==> src/rtl/seq_cla_subtractor_pkg.sv <==
// Shared definitions for the chunked carry-look-ahead subtractor:
// FSM state encoding and chunk/counter sizing helpers.
package seq_cla_subtractor_pkg;

  typedef enum logic [1:0] {
    ST_IDLE = 2'd0,
    ST_RUN  = 2'd1,
    ST_DONE = 2'd2
  } state_e;

  localparam int unsigned DEF_WIDTH = 32;
  localparam int unsigned DEF_CHUNK = 8;

  // Number of chunk passes for one operation; guards against a zero chunk size.
  function automatic int unsigned num_chunks(input int unsigned width, input int unsigned chunk);
    return (chunk == 0) ? 1 : width / chunk;
  endfunction

  // Chunk counter width; never narrower than one bit.
  function automatic int unsigned cnt_width(input int unsigned n);
    return (n > 1) ? $clog2(n) : 1;
  endfunction

endpackage

==> src/rtl/seq_cla_subtractor_cla_chunk.sv <==
// CHUNK-bit generate/propagate look-ahead adder, purely combinational.
module cla_chunk #(
  parameter int unsigned CHUNK = 8
) (
  input  logic [CHUNK-1:0] x,
  input  logic [CHUNK-1:0] y,
  input  logic             cin,
  output logic [CHUNK-1:0] s,
  output logic             cout
);

  logic [CHUNK-1:0] g;
  logic [CHUNK-1:0] p;
  logic [CHUNK:0]   c;

  assign g = x & y;
  assign p = x ^ y;

  // Every carry is a flat sum of products of g/p terms, not a ripple chain.
  always_comb begin : carry_tree
    logic c_term;
    logic prod;
    c      = '0;
    c_term = 1'b0;
    prod   = 1'b0;
    c[0]   = cin;
    for (int i = 0; i < int'(CHUNK); i++) begin
      c_term = g[i];
      prod   = p[i];
      for (int j = i - 1; j >= 0; j--) begin
        c_term = c_term | (g[j] & prod);
        prod   = prod & p[j];
      end
      c[i+1] = c_term | (cin & prod);
    end
  end

  assign s    = p ^ c[CHUNK-1:0];
  assign cout = c[CHUNK];

endmodule

==> src/rtl/seq_cla_subtractor.sv <==
// Multi-cycle subtractor: diff = a - b - bin, resolved CHUNK bits per cycle
// through a look-ahead chunk adder linked by a carry register.
module seq_cla_subtractor
  import seq_cla_subtractor_pkg::*;
#(
  parameter int unsigned WIDTH = DEF_WIDTH,
  parameter int unsigned CHUNK = DEF_CHUNK
) (
  input  logic             clk,
  input  logic             rst_n,
  input  logic             in_valid,
  output logic             in_ready,
  input  logic [WIDTH-1:0] a,
  input  logic [WIDTH-1:0] b,
  input  logic             bin,
  output logic             out_valid,
  input  logic             out_ready,
  output logic [WIDTH-1:0] diff,
  output logic             bout,
  output logic             ovf
);

  localparam int unsigned NUM_CHUNKS = num_chunks(WIDTH, CHUNK);
  localparam int unsigned CW         = cnt_width(NUM_CHUNKS);

  generate
    if (CHUNK == 0 || (WIDTH % CHUNK) != 0) begin : g_bad_param
      $error("seq_cla_subtractor: WIDTH must be a non-zero multiple of CHUNK");
    end
  endgenerate

  state_e           state;
  logic [CW-1:0]    cnt;
  logic             carry;
  logic [WIDTH-1:0] a_q;
  logic [WIDTH-1:0] b_q;

  logic [31:0]      idx;
  logic [CHUNK-1:0] a_chunk;
  logic [CHUNK-1:0] nb_chunk;
  logic [CHUNK-1:0] sum;
  logic             cout;
  logic             last;

  // Subtraction as a + ~b + ~bin, one chunk per cycle, LSB chunk first.
  assign idx      = 32'(cnt) * CHUNK;
  assign a_chunk  = a_q[idx +: CHUNK];
  assign nb_chunk = ~b_q[idx +: CHUNK];
  assign last     = (cnt == CW'(NUM_CHUNKS - 1));

  cla_chunk #(
    .CHUNK (CHUNK)
  ) u_cla_chunk (
    .x    (a_chunk),
    .y    (nb_chunk),
    .cin  (carry),
    .s    (sum),
    .cout (cout)
  );

  always_ff @(posedge clk or negedge rst_n) begin
    if (!rst_n) begin
      state     <= ST_IDLE;
      cnt       <= '0;
      carry     <= 1'b0;
      a_q       <= '0;
      b_q       <= '0;
      diff      <= '0;
      bout      <= 1'b0;
      ovf       <= 1'b0;
      out_valid <= 1'b0;
      in_ready  <= 1'b1;
    end else begin
      case (state)
        ST_IDLE: begin
          if (in_valid && in_ready) begin
            a_q      <= a;
            b_q      <= b;
            carry    <= ~bin;
            cnt      <= '0;
            in_ready <= 1'b0;
            state    <= ST_RUN;
          end
        end
        ST_RUN: begin
          diff[idx +: CHUNK] <= sum;
          carry              <= cout;
          cnt                <= cnt + CW'(1);
          if (last) begin
            // Final carry of a + ~b + ~bin is the inverted borrow.
            cnt       <= '0;
            bout      <= ~cout;
            ovf       <= (a_q[WIDTH-1] ^ b_q[WIDTH-1]) & (sum[CHUNK-1] ^ a_q[WIDTH-1]);
            out_valid <= 1'b1;
            state     <= ST_DONE;
          end
        end
        ST_DONE: begin
          if (out_ready) begin
            out_valid <= 1'b0;
            in_ready  <= 1'b1;
            state     <= ST_IDLE;
          end
        end
        default: begin
          out_valid <= 1'b0;
          in_ready  <= 1'b1;
          state     <= ST_IDLE;
        end
      endcase
    end
  end

endmodule

==> config.mk <==
export PLATFORM = sky130hd
export DESIGN_NAME = seq_cla_subtractor
export DESIGN_NICKNAME = d
export VERILOG_FILES = /design/src/rtl/seq_cla_subtractor_pkg.sv /design/src/rtl/seq_cla_subtractor_cla_chunk.sv /design/src/rtl/seq_cla_subtractor.sv
export SDC_FILE = /design/constraint.sdc
export NUM_CORES = 1
export LEC_CHECK = 0
export ABC_CLOCK_PERIOD_IN_PS = 3400
export CAP_MARGIN = 0
export CORE_ASPECT_RATIO = 0.6
export CORE_MARGIN = 2
export CORE_UTILIZATION = 34
export DETAILED_ROUTE_END_ITERATION = 10
export SKIP_CTS_REPAIR_TIMING = 1
export SYNTH_ARGS = -nofsm -noshare
export SYNTH_HDL_FRONTEND = slang
export SYNTH_SLANG_ARGS = --single-unit
==> constraint.sdc <==
create_clock -name clk -period 3.4 [get_ports clk]
set_input_delay 0.34 -clock clk [delete_from_list [all_inputs] [get_ports clk]]
set_output_delay 0.34 -clock clk [all_outputs]
set_load 0.005 [all_outputs]
==> impl_metrics.py, run 1 <==
metrics = {
    "clocking": {
        "clock_path_buffers": 2,
        "cts_root_buf": "clkbuf_16",
        "cts_tree": "done",
        "insertion_delay_ps": 350,
        "cts_buffers": 9,
        "cts.sinks": 105,
        "clk_pin_slew_ps": 70,
        "cts_max_level": 3,
    },
    "layout": {
        "final_cells": 758,
        "nets": 645,
        "nFillCells": 1275,
        "drive_above_1_share_pct": 9.54,
        "antenna_cells": 0,
        "syn_to_final_growth_pct": 32.7,
        "multi_input_area_um2": 2020,
        "seq_area_um2": 2630,
    },
    "synth": {
        "synth_warnings": 0,
        "synthDistinctLibCells": 40,
        "synth.net_count": 545,
        "synth_area_leaders": "dfrtp_1 (55%), nand2_1 (16%), mux4_2 (7.5%)",
        "ys_seq_area_share_pct": 55.1,
        "ys_ff_latch": 105,
        "synth_ff_type": "dfrtp_1",
        "netlist.area_leader.share_pct": 54.5,
        "synth_commonest_cells": "nand2_1 (200), dfrtp_1 (104), a22o_1 (32)",
        "synthArstFlopShare_pct": 100,
        "yosysTopAreaCell": "dfrtp_1",
        "yosysMostFrequentCell": "nand2_1",
        "synthCells": 461,
        "synth-edff-count": 0,
        "postSynthAreaPerCell_um2": 10.4,
        "syn_area_um2": 4770,
    },
    "detailed_routing": {
        "drc": 0,
        "drt_first_pass_iters": 4,
        "drt_wl_total_um": 11700,
        "vias": 3570,
        "drtAntennaViolNets": 0,
        "drt-initial-drc-count": 266,
        "wl_per_cell_um": 15.4,
        "routed_via_density": 4.71,
    },
    "sta": {
        "slew_headroom_pct": 40.6,
        "fmax_ghz": 0.330,
        "hold_slack_ps": 78.4,
        "fin_crit_sh_pct": 89.3,
        "setup_viol": 0,
        "final.setup.tns_ps": 0,
        "finClkSkew_ps": 6.60,
        "hold_viol_final": 0,
        "worst_pin_slew_ps": 884,
        "maxSlewViolCount": 0,
        "rsz0062_at_grt": "no",
        "final.min_clock_period_ps": 3030,
    },
    "floorplanning": {
        "dieArea_um2": 15000,
        "die_y_um": 95.8,
        "dieWidth_um": 157,
        "ios": 105,
        "rows": 33,
        "core-area_um2": 13700,
        "start_util_pct": 34.9,
    },
    "global_route": {
        "grt_use_total_pct": 16.7,
        "grt_first_pass_wirelength_um": 19300,
        "grt_pass1_vias": 3727,
        "grt-ovfl-total": 0,
        "antenna_found_initial": 0,
        "grt_max_degree": 69,
    },
    "min_path": {
        "hp-class": "in2async",
    },
    "pwr": {
        "power_leakage_nw": 2.97,
        "powerDensity_nw_per_um2": 1020,
        "ir_worst_vdd_mv": 0.498,
    },
    "setup_path": {
        "cp-end-kind": "register",
        "startpoint_type": "register",
        "path_class": "reg2reg",
        "slowest_stage": "mux4_2",
        "worst-path-max-fanout": 15,
        "arrival_ps": 3300,
        "cp_cell_sequence": "buf_4 -> mux4_2 -> ha_1 -> a21oi_1 -> o211ai_1 -> o21a_1 -> or4b_1 -> a31oi_1",
        "cp_slowest_stage_delay_ps": 550,
        "required_ps": 3670,
    },
    "placed_design": {
        "dp_cells": 742,
        "io_buffers": 104,
        "hpwl_um": 8500,
        "gp_congestion": 0.815,
    },
    "outcome": {
        "status": "finished clean",
    },
    "run": {
        "maxCapViolations": 0,
    },
}
## stage by stage
step | cell area (µm²) | worst slack, ps | utilization (%) | power (W)
6_report | 6340 | 365 | 46.4 | 0.00647
5_1_grt | 6340 | 226 | 46.4 | 0.00695
4_1_cts | 6340 | 357 | 46.4 | 0.00652
3_5_place_dp | 6020 | 376 | 44.1 | 0.00542
3_3_place_gp | 6020 | 490 | 44.1 | 0.00533
2_1_floorplan | 4770 | 268 | - | 0.00419
## power by group
| part | internal (W) | total [W] | switching, W |
|---|---|---|---|
| Combinational | 0.00146 | 0.00324 | 0.00178 |
| Clock | 0.000615 | 0.00109 | 0.000471 |
| Sequential | 0.00179 | 0.00215 | 0.000361 |
| Total | 0.00386 | 0.00647 | 0.00261 |
## layout make-up
cell class	instances	share of cell area [%]
Multi-Input combinational cell	323	31.9
Tap cell	192	3.79
Inverter	11	0.652
Timing Repair Buffer	111	17.2
Clock inverter	5	0.987
Sequential cell	105	41.5
Clock buffer	11	3.99
## cell usage in the layout, fill, tap and decap left out, drive strengths merged, types with 4 or more instances in the layout
master,count
o21ai,4
clkdlybuf4s50,103
a22o,32
nand3,5
nand2,203
mux4,16
ha,14
nor3,4
dfrtp,104
buf,8
inv,12
nor2,8
clkbuf,11
a21oi,5
## state kept, by name, summed over array words and instances, names as in the netlist
signal     cells
in_ready       1
carry          1
bout           1
b_q           32
out_valid      1
ovf            1
cnt            2
state          2
a_q           32
diff          32
## routing by layer
metal	share of wire [%]	GRT usage (%)	up-vias	wire length [µm]
met5	0	0	-	0
met4	0.76	3.06	0	89
met3	5.9	4.23	10	690
met2	42	24.9	108	4900
met1	51	24.8	1703	6010
li1	-	-	1749	-
## kinds of logic (layout without fill, tap and decap cells)
| kind of cell | count (synthesis) | count (layout) | synth area share (%) |
|---|---|---|---|
| AND/OR/NAND/NOR | 233 | 233 | 20.3 |
| flip-flops | 105 | 105 | 55.1 |
| AO/OA/AOI/OAI | 54 | 54 | 9.33 |
| buffers and inverters | 33 | 138 | 2.73 |
| multiplexers | 16 | 16 | 7.55 |
| adder cells (fa/ha/maj) | 15 | 15 | 4.09 |
| XOR/XNOR | 5 | 5 | 0.917 |
## final timing paths
kind                                   to     from  depth (start not counted)  slack (ps)
worst max-delay path                  ovf   cnt[0]                          8         370
worst min-delay path            out_valid    rst_n                          1          80
worst min register to register    a_q[15]  a_q[15]                          2         470
max in group asynchronous         b_q[11]    rst_n                          2        2430
min in group clk                  a_q[15]  a_q[15]                          2         470
worst max register to register        ovf   cnt[0]                          8         370
## critical path: cells and delay by family (launching register included)
family	cells	cell delay [ps]
buffers and inverters	1	300
AO/OA/AOI/OAI	4	860
AND/OR/NAND/NOR	1	500
multiplexers	1	550
flip-flops	1	350
adder cells (fa/ha/maj)	1	390
(Power assumes the default switching activity.)
==> run 2, diff against run 1 <==
--- a/config.mk
+++ b/config.mk
@@ -7,10 +7,11 @@
 export LEC_CHECK = 0
 export ABC_CLOCK_PERIOD_IN_PS = 3400
 export CAP_MARGIN = 0
-export CORE_ASPECT_RATIO = 0.6
+export CORE_ASPECT_RATIO = 1.75
 export CORE_MARGIN = 2
-export CORE_UTILIZATION = 34
+export CORE_UTILIZATION = 51
 export DETAILED_ROUTE_END_ITERATION = 10
+export PLACE_DENSITY = 0.8
 export SKIP_CTS_REPAIR_TIMING = 1
 export SYNTH_ARGS = -nofsm -noshare
 export SYNTH_HDL_FRONTEND = slang
==> run 2 against run 1 <==
Flip-flop and latch count stayed put. Sequential power is essentially flat. Clock skew hardly changed.
==> impl_metrics.py, run 2 (same netlist as run 1, synthesis figures left out) <==
metrics = {
    "setup_path": {
        "worst-path-max-fanout": 10,
        "crit_family": "compound AO/OA/AOI/OAI gates",
        "path_class": "reg2reg",
        "cp_slowest_stage_delay_ps": 520,
        "required_ps": 3670,
        "startpoint_type": "register",
        "cp-end-kind": "register",
        "arrival_ps": 3220,
        "slowest_stage": "mux4_2",
        "critPathBufInv": 1,
        "cp_cell_sequence": "buf_4 -> mux4_2 -> ha_1 -> a21oi_1 -> o211ai_1 -> o21a_1 -> or4b_1 -> a31oi_1",
    },
    "pwr": {
        "power_leakage_nw": 2.98,
        "powerDensity_nw_per_um2": 1040,
        "ir_worst_vdd_mv": 0.514,
    },
    "floorplanning": {
        "ios": 105,
        "dieArea_um2": 10200,
        "core-area_um2": 9090,
        "dieWidth_um": 77.1,
        "rows": 46,
        "die_y_um": 132,
        "start_util_pct": 52.5,
    },
    "sta": {
        "maxSlewViolCount": 0,
        "fin_crit_sh_pct": 86.8,
        "hold_viol_final": 0,
        "fmax_ghz": 0.339,
        "slew_headroom_pct": 28.2,
        "final.setup.tns_ps": 0,
        "finClkSkew_ps": 6.30,
        "final.min_clock_period_ps": 2950,
        "rsz0062_at_grt": "no",
        "worst_pin_slew_ps": 1080,
        "setup_viol": 0,
    },
    "layout": {
        "nets": 644,
        "post-route-cell-area_um2": 6280,
        "top_regs": "a_q: 32 flops, b_q: 32 flops, diff: 32 flops",
        "layout_commonest_cell": "nand2_1",
        "antenna_cells": 0,
        "drive_above_1_share_pct": 9.20,
        "syn_to_final_growth_pct": 31.6,
        "layout_common_cells": "nand2_1 (200), dfrtp_1 (104), clkdlybuf4s50_1 (103)",
    },
    "clocking": {
        "insertion_delay_ps": 350,
        "cts_tree": "done",
        "cts_root_buf": "clkbuf_16",
        "clk_pin_slew_ps": 70,
        "clock_path_buffers": 2,
        "cts_max_level": 3,
        "cts_buffers": 9,
        "cts.sinks": 105,
    },
    "detailed_routing": {
        "vias": 3728,
        "drt_wl_total_um": 11500,
        "drtAntennaViolNets": 0,
        "drc": 0,
        "wl_per_cell_um": 16.7,
        "drt-initial-drc-count": 227,
        "routed_via_density": 5.44,
        "drt_first_pass_iters": 4,
    },
    "min_path": {
        "hp-class": "in2async",
    },
    "global_route": {
        "grt_max_degree": 89,
        "grt_first_pass_wirelength_um": 18800,
        "grt_pass1_vias": 3936,
        "grt-ovfl-total": 0,
        "grt_use_total_pct": 24.1,
        "antenna_found_initial": 0,
    },
    "outcome": {
        "status": "finished clean",
    },
    "placed_design": {
        "gp_congestion": 0.878,
        "io_buffers": 104,
        "postPlaceCellArea_um2": 5940,
        "hpwl_um": 8750,
    },
    "run": {
        "maxCapViolations": 0,
    },
}
[run 2: power breakdown]
part           switching [W]  internal [W]
clock network       0.000441      0.000738
registers           0.000390       0.00179
logic                0.00168       0.00147
total                0.00251       0.00400
[run 2: final cells by class]
class	instances	area [µm²]
Fill cell	723	2810
Sequential cell	105	2630
Multi-Input combinational cell	323	2020
Timing Repair Buffer	110	1100
Clock buffer	11	243
Tap cell	120	150
Clock inverter	5	103
Inverter	11	41.3
[run 2: routing by layer]
layer | track usage (%) | wire [µm] | vias to the layer above
met2 | 42.9 | 6240 | 128
met1 | 25.5 | 4130 | 1813
met5 | 0 | 0 | -
met3 | 4.25 | 473 | 37
li1 | - | - | 1750
met4 | 15.8 | 614 | 0
[run 2: per-stage QoR]
| stage | std cells | hold WS (ps) | util, % | worst slack, ps | power, W |
|---|---|---|---|---|---|
| CTS | 685 | 228 | 69.1 | 459 | 0.00652 |
| global route | 685 | 284 | 69.1 | 299 | 0.00695 |
| floorplan | 461 | 44.4 | - | 268 | 0.00419 |
| detailed placement | 669 | 461 | 65.3 | 492 | 0.00533 |
| finish | 685 | 160 | 69.1 | 450 | 0.00651 |
| global placement | 669 | 455 | 65.3 | 610 | 0.00514 |
[run 2: final timing paths]
| path | end | start | cells after the start | slack [ps] |
|---|---|---|---|---|
| worst min register to register | b_q[25] | b_q[25] | 2 | 470 |
| max in group asynchronous | a_q[14] | rst_n | 2 | 2340 |
| min in group clk | b_q[25] | b_q[25] | 2 | 470 |
| worst min-delay path | a_q[9] | rst_n | 1 | 160 |
| worst max register to register | ovf | cnt[0] | 8 | 450 |
| worst max-delay path | ovf | cnt[0] | 8 | 450 |
[run 2: worst register-to-register path, delay by kind of cell (launching register included)]
family          cells  cell delay (ps)
buf+inv             1              220
compound gates      4              870
flops               1              350
simple gates        1              510
mux                 1              530
fa+ha+maj           1              400
==> run 3, diff against run 2 <==
--- a/config.mk
+++ b/config.mk
@@ -11,8 +11,10 @@
 export CORE_MARGIN = 2
 export CORE_UTILIZATION = 51
 export DETAILED_ROUTE_END_ITERATION = 10
+export MAX_ROUTING_LAYER = met4
 export PLACE_DENSITY = 0.8
 export SKIP_CTS_REPAIR_TIMING = 1
 export SYNTH_ARGS = -nofsm -noshare
 export SYNTH_HDL_FRONTEND = slang
+export SYNTH_HIERARCHICAL = 1
 export SYNTH_SLANG_ARGS = --single-unit
==> run 3 against run 2 <==
Flip-flop and latch count is the same. Worst setup slack lost 3.0 ps. Die area grew 3.2%. Critical path type unchanged. Largest cell class unchanged. Largest power group unchanged. Highest routed layer unchanged.
==> impl_metrics.py, run 3 <==
metrics = {
    "clocking": {
        "cts_max_level": 3,
        "cts.sinks": 105,
        "clk_pin_slew_ps": 70,
        "clock_path_buffers": 2,
        "cts_tree": "done",
        "insertion_delay_ps": 350,
        "cts_buffers": 9,
        "cts_root_buf": "clkbuf_16",
    },
    "pwr": {
        "power_leakage_nw": 2.72,
        "ir_worst_vdd_mv": 0.846,
        "powerDensity_nw_per_um2": 1050,
        "power.total_w": 0.00663,
    },
    "outcome": {
        "status": "finished clean",
    },
    "sta": {
        "final.min_clock_period_ps": 2950,
        "maxSlewViolCount": 0,
        "setup_viol": 0,
        "slew_headroom_pct": 37.5,
        "final.setup.tns_ps": 0,
        "fin_crit_sh_pct": 86.8,
        "finClkSkew_ps": 6.47,
        "worst_pin_slew_ps": 937,
        "rsz0062_at_grt": "no",
        "fmax_ghz": 0.339,
        "hold_viol_final": 0,
    },
    "layout": {
        "final_cells": 593,
        "antenna_cells": 0,
        "post-route-util_pct": 67.4,
        "nets": 550,
        "syn_to_final_growth_pct": 28.5,
        "drive_above_1_share_pct": 22.7,
        "layout_common_cells": "dfrtp_1 (104), clkdlybuf4s50_1 (103), mux2_2 (56)",
        "layout_commonest_cell": "dfrtp_1",
        "top_regs": "a_q: 32 flops, b_q: 32 flops, diff: 32 flops",
    },
    "floorplanning": {
        "ios": 105,
        "dieArea_um2": 10500,
        "start_util_pct": 52.4,
        "die_y_um": 134,
        "core-area_um2": 9410,
        "dieWidth_um": 78.4,
        "rows": 47,
    },
    "global_route": {
        "grt_first_pass_wirelength_um": 17700,
        "grt-ovfl-total": 0,
        "grt_use_total_pct": 23.1,
        "grt_pass1_vias": 3501,
        "antenna_found_initial": 0,
        "grt_max_degree": 78,
    },
    "setup_path": {
        "arrival_ps": 3210,
        "path_class": "reg2reg",
        "startpoint_type": "register",
        "worst-path-max-fanout": 24,
        "required_ps": 3660,
        "cp_cell_sequence": "buf_12 -> mux4_2 -> ha_1 -> nand3_1 -> o211ai_2 -> o22ai_1 -> xnor2_1 -> nand2_1 -> o21ai_0",
        "reg2reg_slack_ps": 450,
        "reg2reg_from": "cnt[0]",
        "crit_path_start": "cnt[0]",
        "cp-end-kind": "register",
        "slowest_stage": "xnor2_1",
        "cp_slowest_stage_delay_ps": 610,
        "rr_endpoint": "diff[13]",
        "critPathBufInv": 1,
        "rr_worst_depth": 9,
        "crit_family": "XOR/XNOR gates",
    },
    "detailed_routing": {
        "drt_wl_total_um": 10800,
        "routed_via_density": 5.47,
        "wl_per_cell_um": 18.1,
        "drt_first_pass_iters": 4,
        "vias": 3246,
        "drt-initial-drc-count": 114,
        "drc": 0,
        "drtAntennaViolNets": 0,
    },
    "synth": {
        "synth_warnings": 6,
        "synthCells": 361,
        "synth_area_leaders": "dfrtp_1 (53%), mux2_2 (13%), mux4_2 (7.3%)",
        "ys_ff_latch": 105,
        "synthArstFlopShare_pct": 100,
        "yosysTopAreaCell": "dfrtp_1",
        "synthDistinctLibCells": 44,
        "netlist.area_leader.share_pct": 52.8,
        "yosysMostFrequentCell": "dfrtp_1",
        "ys_seq_area_share_pct": 53.3,
        "synth_ff_type": "dfrtp_1",
        "syn_area_um2": 4930,
        "synth.net_count": 445,
        "synth-edff-count": 0,
        "postSynthAreaPerCell_um2": 13.7,
        "synth_commonest_cells": "dfrtp_1 (104), mux2_2 (56), nand2_1 (40)",
    },
    "run": {
        "maxCapViolations": 0,
    },
    "min_path": {
        "hp-class": "in2async",
    },
    "placed_design": {
        "hpwl_um": 8190,
        "io_buffers": 104,
        "dp_cells": 577,
        "gp_congestion": 0.837,
    },
}
## run 3: cell types whose count changed in the layout (fill, tap and decap cells not counted), moves of 5 or more
cell / previous run / this run
a22o_1: 32 / 16
inv_1: 11 / 16
mux2_1: 0 / 8
mux2_2: 0 / 56
nand2_1: 200 / 40
o21ai_0: 3 / 20
## run 3: power breakdown
part	switching (W)	internal (W)
registers	0.000335	0.00179
logic	0.00188	0.00165
clock network	0.000438	0.000535
total	0.00265	0.00398
## run 3: final cells by class
type	instances	area [µm²]
well taps	122	153
fillers	712	3070
clock inverters	4	27.5
repair buffers	111	1100
clock buffers	12	256
inverters	16	60.1
multi-input cells	223	2110
flip-flops and latches	105	2630
## run 3: logic make-up after synthesis
kind of cell / synth area share (%)
flops: 53.3
mux: 21.9
simple gates: 8.12
compound gates: 7.68
buf+inv: 3.98
fa+ha+maj: 3.96
xor+xnor: 1.07
## run 3: routing by layer
layer | wire [µm] | global-route usage (%)
met1 | 3670 | 24.0
met2 | 6160 | 40.6
met3 | 348 | 3.63
met4 | 581 | 13.9
met5 | 0 | -
## run 3: metrics by stage
step           worst slack, ps  hold slack (ps)  area (µm²)
2_1_floorplan              633             44.4        4930
3_3_place_gp               601              465        6050
3_5_place_dp               516              470        6050
4_1_cts                    502              176        6340
5_1_grt                    252              224        6340
6_report                   447              142        6340
## run 3: how the worst max path moves through the flow
stage | to | slack, ps | cells past startpoint
final | diff[13] | 450 | 9
after global routing | diff[13] | 250 | 9
after CTS | ovf | 500 | 10
after detailed placement | diff[13] | 520 | 9
after global placement | ovf | 600 | 10
after floorplan | ovf | 630 | 10
